$ cat src/rtl/counter6_step_ctrl_if.sv
// Button/step bundle between the board push-buttons and the mod-6 counter's enable/direction inputs.
// The master drives the raw buttons; the slave returns registered step/dir/held. No backpressure.
interface counter6_step_ctrl_if;
  logic btn_up;
  logic btn_down;
  logic step;
  logic dir;
  logic held;

  modport master (output btn_up, btn_down, input step, dir, held);
  modport slave  (input btn_up, btn_down, output step, dir, held);
endinterface

$ cat src/rtl/counter6_step_ctrl.sv
// Debounced up/down step generator with hold-to-repeat; first step DEBOUNCE_CYCLES+3 edges after a press.
// All outputs registered; no backpressure, the counter must accept every step pulse.
module counter6_step_ctrl #(
  parameter int DEBOUNCE_CYCLES = 4,
  parameter int REPEAT_DELAY    = 10,
  parameter int REPEAT_PERIOD   = 3,
  parameter int CNT_W           = 16
) (
  input  logic                  i_clk,
  input  logic                  i_rst_n,
  counter6_step_ctrl_if.slave   io_bus
);

  typedef enum logic [1:0] {S_IDLE, S_DELAY, S_REPEAT, S_LOCKOUT} state_t;

  localparam logic [CNT_W-1:0] DB_LAST = CNT_W'(DEBOUNCE_CYCLES - 1);
  localparam logic [CNT_W-1:0] RPT_DLY = CNT_W'(REPEAT_DELAY);
  localparam logic [CNT_W-1:0] RPT_PER = CNT_W'(REPEAT_PERIOD);
  localparam logic [CNT_W-1:0] CNT_ONE = CNT_W'(1);

  // Bit 1 carries the up button, bit 0 the down button.
  logic [1:0]       r_sync1;
  logic [1:0]       r_sync2;
  logic [1:0]       w_deb;

  state_t           r_state;
  state_t           w_state_nxt;
  logic [CNT_W-1:0] r_rpt;
  logic [CNT_W-1:0] w_rpt_nxt;
  logic             r_step;
  logic             r_dir;
  logic             r_held;
  logic             w_step_nxt;
  logic             w_dir_nxt;
  logic             w_held_nxt;
  logic             w_up;
  logic             w_dn;
  logic             w_act;
  logic             w_oth;
  logic             w_rpt_due;

  always_ff @(posedge i_clk) begin
    if (!i_rst_n) begin
      r_sync1 <= 2'b00;
      r_sync2 <= 2'b00;
    end else begin
      r_sync1 <= {io_bus.btn_up, io_bus.btn_down};
      r_sync2 <= r_sync1;
    end
  end

  for (genvar g = 0; g < 2; g++) begin : g_db
    logic [CNT_W-1:0] r_cnt;
    logic             r_lvl;

    // The flip happens on the edge that would bring the mismatch run to DEBOUNCE_CYCLES.
    always_ff @(posedge i_clk) begin
      if (!i_rst_n) begin
        r_cnt <= '0;
        r_lvl <= 1'b0;
      end else if (r_sync2[g] == r_lvl) begin
        r_cnt <= '0;
      end else if (r_cnt == DB_LAST) begin
        r_cnt <= '0;
        r_lvl <= ~r_lvl;
      end else begin
        r_cnt <= r_cnt + CNT_ONE;
      end
    end

    assign w_deb[g] = r_lvl;
  end

  assign w_up = w_deb[1];
  assign w_dn = w_deb[0];
  // r_dir always names the button that started the current press.
  assign w_act     = r_dir ? w_up : w_dn;
  assign w_oth     = r_dir ? w_dn : w_up;
  assign w_rpt_due = (r_state == S_DELAY) ? (r_rpt == RPT_DLY) : (r_rpt == RPT_PER);

  always_ff @(posedge i_clk) begin
    if (!i_rst_n) begin
      r_state <= S_IDLE;
      r_rpt   <= '0;
      r_step  <= 1'b0;
      r_dir   <= 1'b1;
      r_held  <= 1'b0;
    end else begin
      r_state <= w_state_nxt;
      r_rpt   <= w_rpt_nxt;
      r_step  <= w_step_nxt;
      r_dir   <= w_dir_nxt;
      r_held  <= w_held_nxt;
    end
  end

  always_comb begin
    w_state_nxt = r_state;
    unique case (r_state)
      S_IDLE: begin
        if (w_up && w_dn)      w_state_nxt = S_LOCKOUT;
        else if (w_up || w_dn) w_state_nxt = S_DELAY;
      end
      S_DELAY, S_REPEAT: begin
        if (!w_act)         w_state_nxt = S_IDLE;
        else if (w_oth)     w_state_nxt = S_LOCKOUT;
        else if (w_rpt_due) w_state_nxt = S_REPEAT;
      end
      S_LOCKOUT: begin
        if (!w_up && !w_dn) w_state_nxt = S_IDLE;
      end
      default: w_state_nxt = S_IDLE;
    endcase
  end

  always_comb begin
    w_step_nxt = 1'b0;
    w_dir_nxt  = r_dir;
    w_rpt_nxt  = r_rpt;
    unique case (r_state)
      S_IDLE: begin
        if (w_up ^ w_dn) begin
          w_step_nxt = 1'b1;
          w_dir_nxt  = w_up;
          w_rpt_nxt  = CNT_ONE;
        end
      end
      S_DELAY, S_REPEAT: begin
        if (w_act && !w_oth) begin
          if (w_rpt_due) begin
            w_step_nxt = 1'b1;
            w_rpt_nxt  = CNT_ONE;
          end else begin
            w_rpt_nxt  = r_rpt + CNT_ONE;
          end
        end
      end
      default: begin
      end
    endcase
    w_held_nxt = (w_state_nxt == S_REPEAT);
  end

  assign io_bus.step = r_step;
  assign io_bus.dir  = r_dir;
  assign io_bus.held = r_held;

endmodule

$ cat src/flat_wrapper.sv
// flat-port wrapper written by rule: the top's interface ports become plain ports
module counter6_step_ctrl_flat 
#(
  parameter int DEBOUNCE_CYCLES = 4,
  parameter int REPEAT_DELAY    = 10,
  parameter int REPEAT_PERIOD   = 3,
  parameter int CNT_W           = 16
)
  (i_clk, i_rst_n, io_bus_btn_up, io_bus_btn_down, io_bus_step, io_bus_dir, io_bus_held);
  counter6_step_ctrl_if io_bus_i ();
  input  logic i_clk;
  input  logic i_rst_n;
  input wire logic [$bits(io_bus_i.btn_up)-1:0] io_bus_btn_up;
  input wire logic [$bits(io_bus_i.btn_down)-1:0] io_bus_btn_down;
  output wire logic [$bits(io_bus_i.step)-1:0] io_bus_step;
  output wire logic [$bits(io_bus_i.dir)-1:0] io_bus_dir;
  output wire logic [$bits(io_bus_i.held)-1:0] io_bus_held;
  assign io_bus_i.btn_up = io_bus_btn_up;
  assign io_bus_i.btn_down = io_bus_btn_down;
  assign io_bus_step = io_bus_i.step;
  assign io_bus_dir = io_bus_i.dir;
  assign io_bus_held = io_bus_i.held;
  counter6_step_ctrl #(.DEBOUNCE_CYCLES(DEBOUNCE_CYCLES), .REPEAT_DELAY(REPEAT_DELAY), .REPEAT_PERIOD(REPEAT_PERIOD), .CNT_W(CNT_W)) u_core (.i_clk(i_clk), .i_rst_n(i_rst_n), .io_bus(io_bus_i));
endmodule
$ cat config.mk
export PLATFORM = sky130hd
export DESIGN_NAME = counter6_step_ctrl_flat
export DESIGN_NICKNAME = d
export VERILOG_FILES = /design/src/rtl/counter6_step_ctrl_if.sv /design/src/rtl/counter6_step_ctrl.sv /design/src/flat_wrapper.sv
export SDC_FILE = /design/constraint.sdc
export NUM_CORES = 1
export LEC_CHECK = 0
export ABC_AREA = 1
export CAP_MARGIN = 10
export CORE_MARGIN = 1.5
export CORE_UTILIZATION = 60
export DETAILED_ROUTE_END_ITERATION = 8
export PLACE_DENSITY = 0.79
export SYNTH_ARGS = -nofsm -noshare
export SYNTH_HDL_FRONTEND = slang
export SYNTH_SLANG_ARGS = --single-unit
$ cat constraint.sdc
create_clock -name i_clk -period 4.6 [get_ports i_clk]
set_input_delay 0.92 -clock i_clk [delete_from_list [all_inputs] [get_ports i_clk]]
set_output_delay 0.92 -clock i_clk [all_outputs]
set_load 0.03 [all_outputs]
==> impl_results.md, run 1 <==
* Status: finished clean
* Drt wl/cell at 11.1 µm
* Power Dens Cells at 371 nW/µm²
* Register area share after synthesis at 37.6%
* Crit path launch type: input port
* CTS HTree Levels at 3
* Die Span Y at 75.3 µm
* Routability congestion estimate at 0.909
* Max-cap violations at 0
* Post-synthesis register bit count at 59
* Via density at 5.12
* CTS sink count at 59
* GRT Total Usage at 23.9%
* WP data arrival at 2.64 ns
* Hold_buf cts at 0
* Starting Density at 61.8%
* Setup-failing EPs final at 0
* Worst skew pair latency at 0.33 ns
* Gr ovfl total at 0
* DP Wirelength at 4520 µm
* Core area at 5070 µm²
* Path depth of the worst reg2reg path at 9
* RSZ-0062 raised after global routing: false
* WHS at 0.416 ns
* CP peak stage delay at 0.75 ns
* Die Width at 75.3 µm
* Layout cells sized above 1 at 7.88%
* Setup TNS at 0 ns
* Routed wire length at 6100 µm
* Num rows at 26
* DRT iter0 DRCs at 141
* Actual slew at the worst max-slew pin at 0.522 ns
* Setup CP Type: input port to flop
* Synth Cell Area at 3140 µm²
* Placement Setup Slack at 1.86 ns
* Layout overhead on the synthesized area at 10.4%
* Nets@finish at 490
* # Post-CTS Setup Buffers at 0
* Post-synth EDFFs at 0
* Mapped Cells at 467
* Die Area at 5670 µm²
* Tot Pwr at 0.00129 W
* First-pass GRT wire length at 10400 µm
* Vias post-DR at 2824
* Main flop type after synthesis: dfxtp_1
* Asr flop ratio synth at 0%
* HP Class: flop to flop
* Final period util at 52.0%
* Largest net degree at the start of global routing at 16
* Finished Layout Cells at 552
* Antenna violations before repair at 0
* CTS tree: done
* F_max at 418 MHz
* Number of diodes at 0
* Top-count cell post-synth: nand2_1
* Final critical-path required period at 2.39 ns
* Synth top area share at 37.6%
* CP max FO at 15
* Clk_skew at 0.00698 ns
* Number of library cell types mapped by synthesis at 29
* Syn Nets at 480
* Hold Fails Final Rpt at 0
* CTS root buf: clkbuf_8
* Worst path slowest cell: clkdlybuf4s50_1
* Crit path setup slack, layout at 2.21 ns
* Number of global-route vias before repair at 2538
* Average size of a mapped cell at 6.72 µm²
* Yosys Warn Count at 0
* Commonest cells post-synth: nand2_1 (118), inv_1 (69), nor2_1 (64)
* LEAKAGE at 1.39 nW
* CP top delay family: buffers and inverters
* Number of I/O pins at 7
* Post-route ant nets at 0
* Reg clk slew, reported paths at 0.06 ns
* Hold Crit Depth at 2
* Top post-synthesis cells by area: dfxtp_1 (38%), nand2_1 (14%), inv_1 (8.3%)
* CTS Buf Count at 9
* Residual DRC count at 0
* Longest Clk Path Bufs at 2
* Worst Setup End Kind: flop
* Number of port buffers at 6
* Crit path required time at 4.85 ns
* Most area-hungry cell type in the Yosys netlist: dfxtp_1
* Relative slew margins at 65.1%
* WP buf/inv at 1
* Inst Count DP at 536
* CTS resizes at 0
* Worst path depth at 5
* DR pass1 iterations at 4
* Worst VDD drop at 256 µV
* Cell breakdown of the critical path: clkdlybuf4s50_1 > o21ai_0 > a21oi_1 > nand2_1 > nor3b_1
* Final Max Slew Viols at 0
* R2r setup slk at 2.41 ns
==> metal layers <==
layer / global-route usage (%) / wire length, µm / vias up
met5: 0 / 0 / -
met4: 7.94 / 74 / 0
met3: 7.28 / 240 / 7
met2: 42.7 / 3020 / 53
met1: 27.1 / 2770 / 1254
li1: - / - / 1510
==> path summary, 6_finish.rpt <==
| kind | startpoint | end |
|---|---|---|
| setup reg to reg | u_core.g_db[1].r_lvl | u_core.r_rpt[3] |
| hold / removal | u_core.r_sync1[1] | u_core.r_sync2[1] |
| setup / recovery | i_rst_n | u_core.g_db[1].r_cnt[5] |
| hold reg to reg | u_core.r_sync1[1] | u_core.r_sync2[1] |
==> cell usage in the layout (no fill, tap or decap), drive strengths merged <==
| cell type | n |
|---|---|
| xnor2 | 2 |
| clkinv | 3 |
| nor2 | 70 |
| nor3 | 20 |
| inv | 71 |
| nor3b | 5 |
| clkbuf | 11 |
| bufinv | 2 |
| clkdlybuf4s50 | 6 |
| xor2 | 7 |
| ha | 9 |
| a31oi | 1 |
| dfxtp | 59 |
| o211ai | 4 |
| a21oi | 31 |
| o41ai | 1 |
| or2 | 2 |
| nand4 | 15 |
| a211oi | 2 |
| nand2 | 125 |
| nand3 | 26 |
| o21ai | 9 |
| o22ai | 1 |
==> through the flow <==
stage / area (µm²) / utilization [%]
after floorplan: 3140 / -
after global placement: 3240 / 63.8
after detailed placement: 3240 / 63.8
after CTS: 3470 / 68.3
after global routing: 3470 / 68.3
final: 3470 / 68.3
==> state kept, by name, indices dropped and copies added (netlist names) <==
name                count
u_core.r_rpt           16
u_core.g_db.r_cnt      32
u_core.r_sync1          2
u_core.io_bus.held      1
u_core.io_bus.dir       1
u_core.io_bus.step      1
u_core.g_db.r_lvl       2
u_core.r_sync2          2
u_core.r_state          2
==> worst min-delay path, stage by stage, from the launching register on <==
cell and delay (ns):
dfxtp_1 0.30, nand2_1 0.04, inv_1 0.04
==> layout make-up <==
class / instances / area, µm²
clock buffers: 11 / 151
clock inverters: 5 / 75.1
fillers: 453 / 1610
inverters: 71 / 267
multi-input cells: 330 / 1640
flip-flops and latches: 59 / 1180
well taps: 70 / 87.6
repair buffers: 6 / 60.1
==> kinds of logic after synthesis <==
group,count (synthesis),synth area share [%]
flip-flops,59,37.6
AND/OR/NAND/NOR,263,37.4
XOR/XNOR,9,2.51
adder cells (fa/ha/maj),9,3.59
AO/OA/AOI/OAI,49,8.85
buffers and inverters,78,9.97
==> where the power goes <==
group          leakage [nW]  switching, W  internal (W)
Clock                 0.119      0.000199      0.000332
Sequential            0.477     0.0000130      0.000527
Combinational         0.790      0.000155     0.0000600
Total                  1.39      0.000367      0.000919
Note: power is estimated with default switching activity, not from simulation.
==> run 2: changes to the inputs <==
Settings changed: CORE_UTILIZATION 60 to 56, PLACE_DENSITY 0.79 to 0.78.
Clock period 4.6 ns to 1.94 ns, I/O delays scaled along.
==> run 2 against run 1 <==
Effect of this change:
- sequential share of layout area decreased by 0.44 points
- register-to-register slack worse by 2.3 ns
- setup slack lost 2.1 ns
- sequential power increased by 140%
- routed wire length up 7.8%
- critical endpoint is now io_bus_dir
- largest power group unchanged
==> impl_results.md, run 2 (same netlist as run 1, synthesis figures left out) <==
* Status: finished clean
* Tot Pwr at 0.00302 W (+130%)
* RSZ-0062 raised after global routing: false
* Die Width at 77.9 µm (+3.4%)
* CP top delay family: buffers and inverters
* Critical Path Sink: io_bus_dir
* Worst skew pair latency at 0.34 ns (about the same)
* Crit path launch type: flop
* Gr ovfl total at 0 (unchanged)
* WP data arrival at 1.43 ns (-1.21 ns)
* Residual DRC count at 0 (unchanged)
* Sw power at 0.000875 W (+140%)
* Pint at 0.00215 W (+130%)
* Starting Density at 57.7% (-4.1 points)
* Hold Fails Final Rpt at 0 (unchanged)
* DP Wirelength at 4850 µm (+7.3%)
* Antenna violations before repair at 0 (unchanged)
* Inst Count DP at 545 (+1.7%)
* Final critical-path required period at 1.82 ns
* Switching share of total power at 29.0% (+0.41 points)
* Reg2reg start: u_core.g_db[0].r_lvl
* Setup-failing EPs final at 0 (unchanged)
* Finished Layout Cells at 563 (+2.0%)
* Commonest non-fill, non-tap cell in the layout: nand2_1
* Max-cap violations at 0 (unchanged)
* Reg clk slew, reported paths at 0.06 ns (about the same)
* First-pass GRT wire length at 11500 µm (+10%)
* Worst VDD drop at 470 µV (+84%)
* Setup CP Type: flop to primary output
* Num rows at 27 (+3.8%)
* Number of diodes at 0 (unchanged)
* Worst path slowest cell: clkdlybuf4s50_1
* Setup crit start: u_core.io_bus.dir
* Number of global-route vias before repair at 2692 (+6.1%)
* Biggest regs: u_core.g_db.r_cnt (32), u_core.r_rpt (16)
* Layout overhead on the synthesized area at 12.0%
* CTS HTree Levels at 3 (unchanged)
* Nets@finish at 500 (+2.0%)
* Die Area at 6060 µm² (+6.8%)
* GRT Total Usage at 23.8% (-0.071 points)
* Largest net degree at the start of global routing at 16 (unchanged)
* DRT iter0 DRCs at 128 (-9.2%)
* WHS at 0.438 ns (+0.0218 ns)
* DR pass1 iterations at 4 (unchanged)
* Final Max Slew Viols at 0 (unchanged)
* Reg with most FFs: u_core.g_db.r_cnt
* Die Span Y at 77.9 µm (+3.4%)
* Crit path required time at 1.55 ns (-3.30 ns)
* Vias post-DR at 2898 (+2.6%)
* Number of I/O pins at 7 (unchanged)
* Worst hold path startpoint: u_core.r_sync1[1]
* Comb power frac at 20.7% (+4.0 points)
* Routability congestion estimate at 0.909 (about the same)
* HP Class: flop to flop
* Flip-flop count of the largest register after layout at 32 (unchanged)
* Post-route ant nets at 0 (unchanged)
* Commonest non-fill, non-tap cells in the layout: nand2_1 (117), inv_1 (69), nor2_1 (64)
* Power Dens Cells at 859 nW/µm² (+130%)
* LEAKAGE at 1.42 nW (+2.2%)
* Longest Clk Path Bufs at 2 (unchanged)
* CP peak stage delay at 0.70 ns (-0.05 ns)
* Final period util at 93.6%
* Clk pwr share at 36.9% (-4.4 points)
* Worst Setup End Kind: primary output
* WP buf/inv at 1 (unchanged)
* Reg-to-reg endpoint: u_core.r_rpt[15]
* Number of port buffers at 6 (unchanged)
* Sequential share of power at 42.5% (+0.5 points)
* CTS root buf: clkbuf_8
* CP max FO at 5 (-10)
* Worst path depth at 1 (-4)
* Clk_skew at 0.00758 ns (+0.000593 ns)
* CTS Buf Count at 9 (unchanged)
* Routed wire length at 6580 µm (+7.8%)
* Drt wl/cell at 11.7 µm (+5.7%)
* Setup TNS at 0 ns (unchanged)
* Layout cells sized above 1 at 9.57% (+1.7 points)
* Cell breakdown of the critical path: clkdlybuf4s50_1
* CTS tree: done
* Hold_buf cts at 0 (unchanged)
* Relative slew margins at 67.8% (+2.7 points)
* CTS sink count at 59 (unchanged)
* Via density at 5.15 (+0.62%)
* F_max at 551 MHz
* Path depth of the worst reg2reg path at 10 (+1)
* R2r setup slk at 0.13 ns (-2.28 ns)
* Core area at 5440 µm² (+7.2%)
* Actual slew at the worst max-slew pin at 0.482 ns (-0.0404 ns)
[run 2: cell count changes in the layout (fill, tap and decap cells not counted)]
cell,before,now
buf_4,0,10
bufinv_16,2,1
clkbuf_1,0,2
clkinv_2,3,1
dfxtp_1,59,58
dfxtp_2,0,1
nand2_1,118,117
nand2_2,7,8
[run 2: through the flow]
stage | cell area, µm² | utilization, % | setup WS, ns
global route | 3510 | 64.6 | 0.00217
CTS | 3490 | 64.1 | 0.0598
global placement | 3290 | 60.6 | 0.129
detailed placement | 3290 | 60.6 | 0.0640
finish | 3510 | 64.6 | 0.125
floorplan | 3140 | - | 0.296
[run 2: area by class of cell]
| class | instances | area [µm²] |
|---|---|---|
| timing repair buffer | 16 | 135 |
| sequential | 59 | 1180 |
| inverter | 71 | 267 |
| multi-input combinational | 330 | 1650 |
| clock buffer | 13 | 159 |
| tap | 72 | 90.1 |
| clock inverter | 2 | 35.0 |
| fill | 499 | 1920 |
[run 2: routing by layer]
layer  GRT usage (%)  vias up  share of wire (%)
li1                -     1525                  -
met2            39.4       43                 49
met5               0        -                  0
met1            28.9     1323                 46
met4            13.1        0                1.5
met3            4.47        7                3.5
[run 2: timing repair]
action                                 in CTS  in global routing
buffers inserted                            0                  3
endpoints found under the hold margin       0                  0
setup endpoints to repair                   0                 11
gates resized for setup                     0                  2
[run 2: worst min-delay path by stage]
stage                                    to  depth (start not counted)
global route              u_core.r_sync2[0]                          2
CTS                       u_core.r_sync2[1]                          2
floorplan                 u_core.r_sync2[0]                          2
finish                    u_core.r_sync2[1]                          2
global placement    u_core.g_db[0].r_cnt[0]                          1
detailed placement        u_core.r_sync2[0]                          2
[run 2: power groups by stage]
stage / combinational (W) / sequential, W / clock [W]
after global routing: 0.000692 / 0.00129 / 0.00119
after floorplan: 0.000433 / 0.00131 / 0
after detailed placement: 0.000556 / 0.00131 / 0
after global placement: 0.000554 / 0.00131 / 0
after CTS: 0.000560 / 0.00128 / 0.00114
final: 0.000624 / 0.00128 / 0.00111
[run 2: worst min-delay path, delay by kind of cell, from the launching register on]
| family | cells | cell delay [ns] |
|---|---|---|
| simple gates | 1 | 0.06 |
| buf+inv | 1 | 0.05 |
| flops | 1 | 0.31 |
